--- src/rtl/axi4_burst_delayer.sv ---
// rtl/axi4_burst_delayer.sv - AXI4 shim that delays R beats and B responses in proportion to their downstream latency
module axi4_burst_delayer #(
  parameter int ID_W    = 4,
  parameter int ADDR_W  = 32,
  parameter int DATA_W  = 64,
  parameter int LAT_MUL = 5,
  parameter int DEPTH   = 8,
  parameter int ENABLE  = 1
) (
  input  logic                clock,
  input  logic                reset,
  // upstream slave side
  input  logic [ID_W-1:0]     in_awid,
  input  logic [ADDR_W-1:0]   in_awaddr,
  input  logic [7:0]          in_awlen,
  input  logic [2:0]          in_awsize,
  input  logic [1:0]          in_awburst,
  input  logic                in_awvalid,
  output logic                in_awready,
  input  logic [DATA_W-1:0]   in_wdata,
  input  logic [DATA_W/8-1:0] in_wstrb,
  input  logic                in_wlast,
  input  logic                in_wvalid,
  output logic                in_wready,
  output logic [ID_W-1:0]     in_bid,
  output logic [1:0]          in_bresp,
  output logic                in_bvalid,
  input  logic                in_bready,
  input  logic [ID_W-1:0]     in_arid,
  input  logic [ADDR_W-1:0]   in_araddr,
  input  logic [7:0]          in_arlen,
  input  logic [2:0]          in_arsize,
  input  logic [1:0]          in_arburst,
  input  logic                in_arvalid,
  output logic                in_arready,
  output logic [ID_W-1:0]     in_rid,
  output logic [DATA_W-1:0]   in_rdata,
  output logic [1:0]          in_rresp,
  output logic                in_rlast,
  output logic                in_rvalid,
  input  logic                in_rready,
  // downstream master side
  output logic [ID_W-1:0]     out_awid,
  output logic [ADDR_W-1:0]   out_awaddr,
  output logic [7:0]          out_awlen,
  output logic [2:0]          out_awsize,
  output logic [1:0]          out_awburst,
  output logic                out_awvalid,
  input  logic                out_awready,
  output logic [DATA_W-1:0]   out_wdata,
  output logic [DATA_W/8-1:0] out_wstrb,
  output logic                out_wlast,
  output logic                out_wvalid,
  input  logic                out_wready,
  input  logic [ID_W-1:0]     out_bid,
  input  logic [1:0]          out_bresp,
  input  logic                out_bvalid,
  output logic                out_bready,
  output logic [ID_W-1:0]     out_arid,
  output logic [ADDR_W-1:0]   out_araddr,
  output logic [7:0]          out_arlen,
  output logic [2:0]          out_arsize,
  output logic [1:0]          out_arburst,
  output logic                out_arvalid,
  input  logic                out_arready,
  input  logic [ID_W-1:0]     out_rid,
  input  logic [DATA_W-1:0]   out_rdata,
  input  logic [1:0]          out_rresp,
  input  logic                out_rlast,
  input  logic                out_rvalid,
  output logic                out_rready
);

  function automatic logic [31:0] sat_add(input logic [31:0] a, input logic [31:0] b);
    logic [32:0] s;
    s = {1'b0, a} + {1'b0, b};
    return s[32] ? 32'hFFFF_FFFF : s[31:0];
  endfunction

  // Request payloads and the W channel are never delayed
  assign out_awid    = in_awid;
  assign out_awaddr  = in_awaddr;
  assign out_awlen   = in_awlen;
  assign out_awsize  = in_awsize;
  assign out_awburst = in_awburst;
  assign out_wdata   = in_wdata;
  assign out_wstrb   = in_wstrb;
  assign out_wlast   = in_wlast;
  assign out_wvalid  = in_wvalid;
  assign in_wready   = out_wready;
  assign out_arid    = in_arid;
  assign out_araddr  = in_araddr;
  assign out_arlen   = in_arlen;
  assign out_arsize  = in_arsize;
  assign out_arburst = in_arburst;

  generate
    if (ENABLE == 0) begin : g_bypass
      assign out_awvalid = in_awvalid;
      assign in_awready  = out_awready;
      assign out_arvalid = in_arvalid;
      assign in_arready  = out_arready;
      assign in_bid      = out_bid;
      assign in_bresp    = out_bresp;
      assign in_bvalid   = out_bvalid;
      assign out_bready  = in_bready;
      assign in_rid      = out_rid;
      assign in_rdata    = out_rdata;
      assign in_rresp    = out_rresp;
      assign in_rlast    = out_rlast;
      assign in_rvalid   = out_rvalid;
      assign out_rready  = in_rready;
    end else begin : g_delay
      typedef enum logic {R_IDLE, R_ACTIVE} r_state_t;
      typedef enum logic [1:0] {W_IDLE, W_ACTIVE, W_HOLD} w_state_t;
      localparam int PW = $clog2(DEPTH);
      localparam logic [31:0] LAT = 32'(LAT_MUL);
      localparam logic [PW:0] FULL = (PW+1)'(DEPTH);

      r_state_t          r_state;
      logic [31:0]       r_timer, r_acc;
      logic [ID_W-1:0]   f_id   [DEPTH];
      logic [DATA_W-1:0] f_data [DEPTH];
      logic [1:0]        f_resp [DEPTH];
      logic              f_last [DEPTH];
      logic [31:0]       f_rel  [DEPTH];
      logic [PW-1:0]     wr_ptr, rd_ptr;
      logic [PW:0]       count;
      logic              ar_hs, r_push, r_pop, head_ok;

      w_state_t          w_state;
      logic [31:0]       w_timer, w_acc, b_rel;
      logic [ID_W-1:0]   b_id;
      logic [1:0]        b_resp;
      logic              aw_hs, b_ok;

      // Timers count cycles since the address handshake; cycle 0 is the handshake itself,
      // so the registers hold 1 / LAT_MUL on entry to the active state.
      assign ar_hs       = (r_state == R_IDLE) && in_arvalid && out_arready;
      assign out_arvalid = (r_state == R_IDLE) && in_arvalid;
      assign in_arready  = (r_state == R_IDLE) && out_arready;
      assign out_rready  = (r_state == R_ACTIVE) && (count < FULL);
      assign r_push      = out_rvalid && out_rready;
      assign head_ok     = (count != '0) && (f_rel[rd_ptr] <= r_timer);
      assign r_pop       = head_ok && in_rready;
      assign in_rvalid   = head_ok;
      assign in_rid      = head_ok ? f_id[rd_ptr]   : '0;
      assign in_rdata    = head_ok ? f_data[rd_ptr] : '0;
      assign in_rresp    = head_ok ? f_resp[rd_ptr] : '0;
      assign in_rlast    = head_ok ? f_last[rd_ptr] : 1'b0;

      // Read FSM with its cycle timer and latency accumulator
      always_ff @(posedge clock) begin
        if (reset) begin
          r_state <= R_IDLE;
          r_timer <= '0;
          r_acc   <= '0;
        end else begin
          case (r_state)
            R_IDLE: if (ar_hs) begin
              r_state <= R_ACTIVE;
              r_timer <= 32'd1;
              r_acc   <= LAT;
            end
            R_ACTIVE: begin
              r_timer <= sat_add(r_timer, 32'd1);
              r_acc   <= sat_add(r_acc, LAT);
              if (r_pop && f_last[rd_ptr]) r_state <= R_IDLE;
            end
            default: r_state <= R_IDLE;
          endcase
        end
      end

      // Beat storage; each entry carries the cycle at which it may be released
      always_ff @(posedge clock) begin
        if (r_push) begin
          f_id[wr_ptr]   <= out_rid;
          f_data[wr_ptr] <= out_rdata;
          f_resp[wr_ptr] <= out_rresp;
          f_last[wr_ptr] <= out_rlast;
          f_rel[wr_ptr]  <= r_acc;
        end
      end

      // Beat buffer pointers and occupancy
      always_ff @(posedge clock) begin
        if (reset) begin
          wr_ptr <= '0;
          rd_ptr <= '0;
          count  <= '0;
        end else begin
          if (r_push) wr_ptr <= wr_ptr + PW'(1);
          if (r_pop)  rd_ptr <= rd_ptr + PW'(1);
          case ({r_push, r_pop})
            2'b10:   count <= count + (PW+1)'(1);
            2'b01:   count <= count - (PW+1)'(1);
            default: count <= count;
          endcase
        end
      end

      assign aw_hs       = (w_state == W_IDLE) && in_awvalid && out_awready;
      assign out_awvalid = (w_state == W_IDLE) && in_awvalid;
      assign in_awready  = (w_state == W_IDLE) && out_awready;
      assign out_bready  = (w_state == W_ACTIVE);
      assign b_ok        = (w_state == W_HOLD) && (b_rel <= w_timer);
      assign in_bvalid   = b_ok;
      assign in_bid      = b_ok ? b_id   : '0;
      assign in_bresp    = b_ok ? b_resp : '0;

      // Write FSM: capture the B response, then hold it until its release cycle
      always_ff @(posedge clock) begin
        if (reset) begin
          w_state <= W_IDLE;
          w_timer <= '0;
          w_acc   <= '0;
          b_rel   <= '0;
          b_id    <= '0;
          b_resp  <= '0;
        end else begin
          case (w_state)
            W_IDLE: if (aw_hs) begin
              w_state <= W_ACTIVE;
              w_timer <= 32'd1;
              w_acc   <= LAT;
            end
            W_ACTIVE: begin
              w_timer <= sat_add(w_timer, 32'd1);
              w_acc   <= sat_add(w_acc, LAT);
              if (out_bvalid) begin
                b_id    <= out_bid;
                b_resp  <= out_bresp;
                b_rel   <= w_acc;
                w_state <= W_HOLD;
              end
            end
            W_HOLD: begin
              w_timer <= sat_add(w_timer, 32'd1);
              w_acc   <= sat_add(w_acc, LAT);
              if (b_ok && in_bready) w_state <= W_IDLE;
            end
            default: w_state <= W_IDLE;
          endcase
        end
      end
    end
  endgenerate

endmodule

--- config.mk ---
export PLATFORM = sky130hd
export DESIGN_NAME = axi4_burst_delayer
export DESIGN_NICKNAME = d
export VERILOG_FILES = /design/src/rtl/axi4_burst_delayer.sv
export SDC_FILE = /design/constraint.sdc
export NUM_CORES = 1
export LEC_CHECK = 0
export ABC_AREA = 1
export BUFFER_PORTS_ARGS = -buffer_cell sky130_fd_sc_hd__buf_4
export CAP_MARGIN = 20
export CORE_AREA = 2 2 329 331
export CTS_CLUSTER_DIAMETER = 30
export CTS_CLUSTER_SIZE = 12
export DETAILED_ROUTE_END_ITERATION = 10
export DIE_AREA = 0 0 331 333
export SLEW_MARGIN = 20
export SYNTH_ARGS = -nofsm -noshare
export SYNTH_HDL_FRONTEND = slang
export SYNTH_SLANG_ARGS = --single-unit
--- constraint.sdc ---
create_clock -name clock -period 7.5 [get_ports clock]
set_clock_uncertainty 0.15 [all_clocks]
set_input_delay 0.75 -clock clock [delete_from_list [all_inputs] [get_ports clock]]
set_output_delay 0.75 -clock clock [all_outputs]
set_load 0.1 [all_outputs]
==> metrics.md <==
| Metric | Value |
|---|---|
| Result of the run | completed |
| Yosys Warn Count | 0 |
| Comb power frac | 11.0% |
| Antenna Nets Post-Route | 0 |
| Total power | 17.43 mW |
| Max FO, Critical Path | 82 |
| Die Height | 333 microns |
| Worst Hold Class | in2reg |
| CP endpoint kind | output pin |
| Post-CTS setup buffers | 0 |
| Vias in the first global route | 30.86k |
| Synth Flop Type | edfxtp_1 |
| Post-synth net total | 4,564 |
| First-pass GRT wire length | about 180,000 microns |
| PD cells | 327.8 nW/um^2 |
| DP Wirelength | 68,050 microns |
| Maxcap violations | 0 |
| Fin area | 53,180 sq um |
| Min Tclk post-route | 5.937 ns |
| Synthesized cell area | 44,490 sq um |
| Unrepaired setup endpoints after global routing | false |
| Switching share of power | 26.29% |
| Layout area overhead | 19.54% |
| Leak pwr | between 15 and 20 nW |
| Worst setup SP type | flip-flop |
| Clock Power Share | 53.6% |
| Worst Path Required | 6.60 ns |
| Ys async rst share | 0% |
| #FFs+latches synth | 1,006 |
| Residual DRC | 0 |
| Final worst setup slack | 1.563 ns |
| Slew of the pin with the lowest slew margin | 1.004 ns |
| Final core utilization | 49.88% |
| Relative slew slack | about a third |
| Length of the first detailed-routing pass in iterations | 5 |
| Sequential power share | 35.5% |
| Wirelength, routed | 119,300 microns |
| Initial antenna violation count | 9 |
| Routed len/inst | a little over 20 microns |
| Hold buffers post-CTS | 2 |
| Die ar. | roughly 110,000 sq um |
| FF-to-FF setup slack | 2.46 ns |
| Starting Density | 41.73% |
| Fin nets | 4,592 |
| Vias post-DR | 31.22k |
| Gr ovfl total | 0 |
| Final setup TNS | 0 ns |
| Num ports | 518 |
| Top Family by Delay on Critical Path | buffers and inverters |
| Gr usage total | 21.36% |
| Sequential-to-total area share from yosys stat | a little under two thirds |
| FP Rows | 120 |
| Avg Cell Area, Syn | ~11 sq um |
| Area after DPL | 45,790 sq um |
| Internal power | 12.85 mW |
| CTS root buffer | clkbuf_16 |
| Final Non-Filler Cells | 5,843 |
| CTS H-tree lvls | 4 |
| Slew Viols, Final | 0 |
| Final Wtd Congestion | ~0.84 |
| Synth unique cells | 55 |
| Total CTS buffers | around 200 |
| Critical path buffers and inverters | 4 |
| Slowest CP cell | inv_6 |
| Post-synth EDFFs | 824 |
| Critical path class | reg2out |
| Post-Synthesis Cells | around 4.2k |
| CTS resizes | 0 |
| Vias per inst | 5.342 |
| Max Clock Freq | 0.1684 GHz |
| Hold slack | 0.04701 ns |
| Layout cells sized above 1 | 14.58% |
| Pre-CTS WS | 2.011 ns |
| Final setup viols | 0 |
| # fillers | 9,453 |
| Critical path's largest stage delay | 0.59 ns |
| Final hold vios | 0 |
| CTS Sinks | 1,006 |
| DIE WIDTH | ~330 microns |
| TritonCTS clock tree | built |
| CTS clock-pin slew for the worst setup and hold paths | about 0.06 ns |
| P_sw | 4.583 mW |
| Clk Latency, worst-skew pair | roughly 0.80 ns |
| Final Cycle Share | 79.17% |
| Port-buffer cells | 171 |
| Cells along the critical path | inv_6 -> buf_4 -> a31oi_1 -> ha_1 -> nand2_1 -> nor3_1 -> nand4_1 -> nand2_1 -> nand2_4 -> buf_16 -> nor2_1 -> buf_4 |
| Placed cell count | 5,446 |
| Core area | 106,600 sq um |
| Drt initial violations | 2,561 |
| Worst VDD drop | 0.0002008 V |
| Largest net degree at the start of global routing | 180 |
| Arrival @ worst endpoint | approximately 5 ns |
| Worst-case clock buffer depth | 3 |
kinds of logic (layout without fill, tap and decap cells):
logic type / count (synthesis) / count (layout) / share of synthesized area [%]
AO/OA/AOI/OAI: 1070 / 1070 / 12.96
XOR/XNOR: 66 / 66 / 1.299
adder cells (fa/ha/maj): 76 / 76 / 2.138
buffers and inverters: 596 / 807 / 6.638
flip-flops: 1006 / 1006 / 63.81
other: 0 / 1 / 0
AND/OR/NAND/NOR: 1414 / 1414 / 13.15
cell usage after synthesis, types with 37 or more instances:
| cell type | number | area share [%] |
|---|---|---|
| a21oi_1 | 203 | 2.3 |
| buf_2 | 37 | 0.42 |
| buf_4 | 174 | 2.9 |
| clkbuf_1 | 180 | 1.5 |
| dfxtp_1 | 182 | 8.2 |
| edfxtp_1 | 824 | 56 |
| ha_1 | 76 | 2.1 |
| inv_1 | 178 | 1.5 |
| nand2_1 | 415 | 3.5 |
| nand3_1 | 59 | 0.66 |
| nand4_1 | 39 | 0.55 |
| nor2_1 | 785 | 6.6 |
| nor3_1 | 51 | 0.57 |
| o21ai_0 | 656 | 7.4 |
| o21ai_1 | 51 | 0.57 |
| o221ai_1 | 71 | 1.4 |
| xor2_1 | 63 | 1.2 |
sequential cells by signal (all words and copies together) (netlist names), named ones only:
name / cells
g_delay.wr_ptr: 3
g_delay.b_id: 4
g_delay.w_timer: 32
g_delay.r_acc: 32
g_delay.f_rel: 256
g_delay.f_id: 32
g_delay.r_state: 1
g_delay.f_last: 8
g_delay.w_acc: 32
g_delay.rd_ptr: 3
g_delay.b_rel: 32
g_delay.f_resp: 16
g_delay.w_state: 2
g_delay.count: 4
g_delay.r_timer: 32
g_delay.b_resp: 2
g_delay.f_data: 512
final timing paths:
kind | startpoint | to | depth (start not counted)
hold reg to reg | g_delay.b_id[3] | g_delay.b_id[3] | 2
setup reg to reg | flip-flop | g_delay.count[3] | 17
setup / recovery | flip-flop | in_rdata[40] | 12
hold / removal | out_rdata[57] | g_delay.f_data[2][57] | 1
layout by cell type, fill, tap and decap left out, drive strengths merged, types with 2 or more instances in the layout:
| cell type | netlist | routed |
|---|---|---|
| edfxtp | 824 | 824 |
| nor2 | 804 | 804 |
| o21ai | 710 | 710 |
| nand2 | 421 | 421 |
| clkbuf | 181 | 245 |
| inv | 196 | 228 |
| buf | 218 | 217 |
| a21oi | 204 | 204 |
| dfxtp | 182 | 182 |
| ha | 76 | 76 |
| o221ai | 71 | 71 |
| clkinv | 1 | 66 |
| xor2 | 63 | 63 |
| nand3 | 61 | 61 |
| nor3 | 60 | 60 |
| nand4 | 40 | 40 |
| a31oi | 36 | 36 |
| o22ai | 32 | 32 |
| bufinv | 0 | 29 |
| clkinvlp | 0 | 20 |
| nor4 | 13 | 13 |
| or2 | 6 | 6 |
| o31ai | 5 | 5 |
| o211ai | 4 | 4 |
| nand3b | 3 | 3 |
| and2 | 3 | 3 |
| xnor2 | 3 | 3 |
| a21o | 2 | 2 |
| o21a | 2 | 2 |
| dlygate4sd3 | 0 | 2 |
metal layers:
metal / wire length [microns] / global-route usage [%] / share of wire, % / up-vias
li1: - / - / - / 14880
met1: 51420 / 28.26 / 43 / 15020
met2: 53710 / 32.49 / 45 / 1072
met3: 10860 / 7.258 / 9.1 / 221
met4: 3026 / 7.504 / 2.5 / 20
met5: 299 / 1.464 / 0.25 / -
area by class of cell:
type	count	area (sq um)	share of cell area [%]
multi-input cells	2626	13230	24.87
repair buffers	219	1759	3.308
diodes	1	2.502	0.004706
clock buffers	245	5436	10.22
flip-flops and latches	1006	28400	53.41
inverters	197	758.2	1.426
well taps	1403	1755	3.301
clock inverters	146	1839	3.459
power groups by stage:
stage,logic (mW),clock network (mW),registers (mW)
finish,1.91,9.34,6.18
global route,2.11,9.74,6.19
CTS,1.92,9.46,6.18
detailed placement,1.91,0,6.28
global placement,1.89,0,6.28
floorplan,1.80,0,6.27
(Power assumes the default switching activity.)
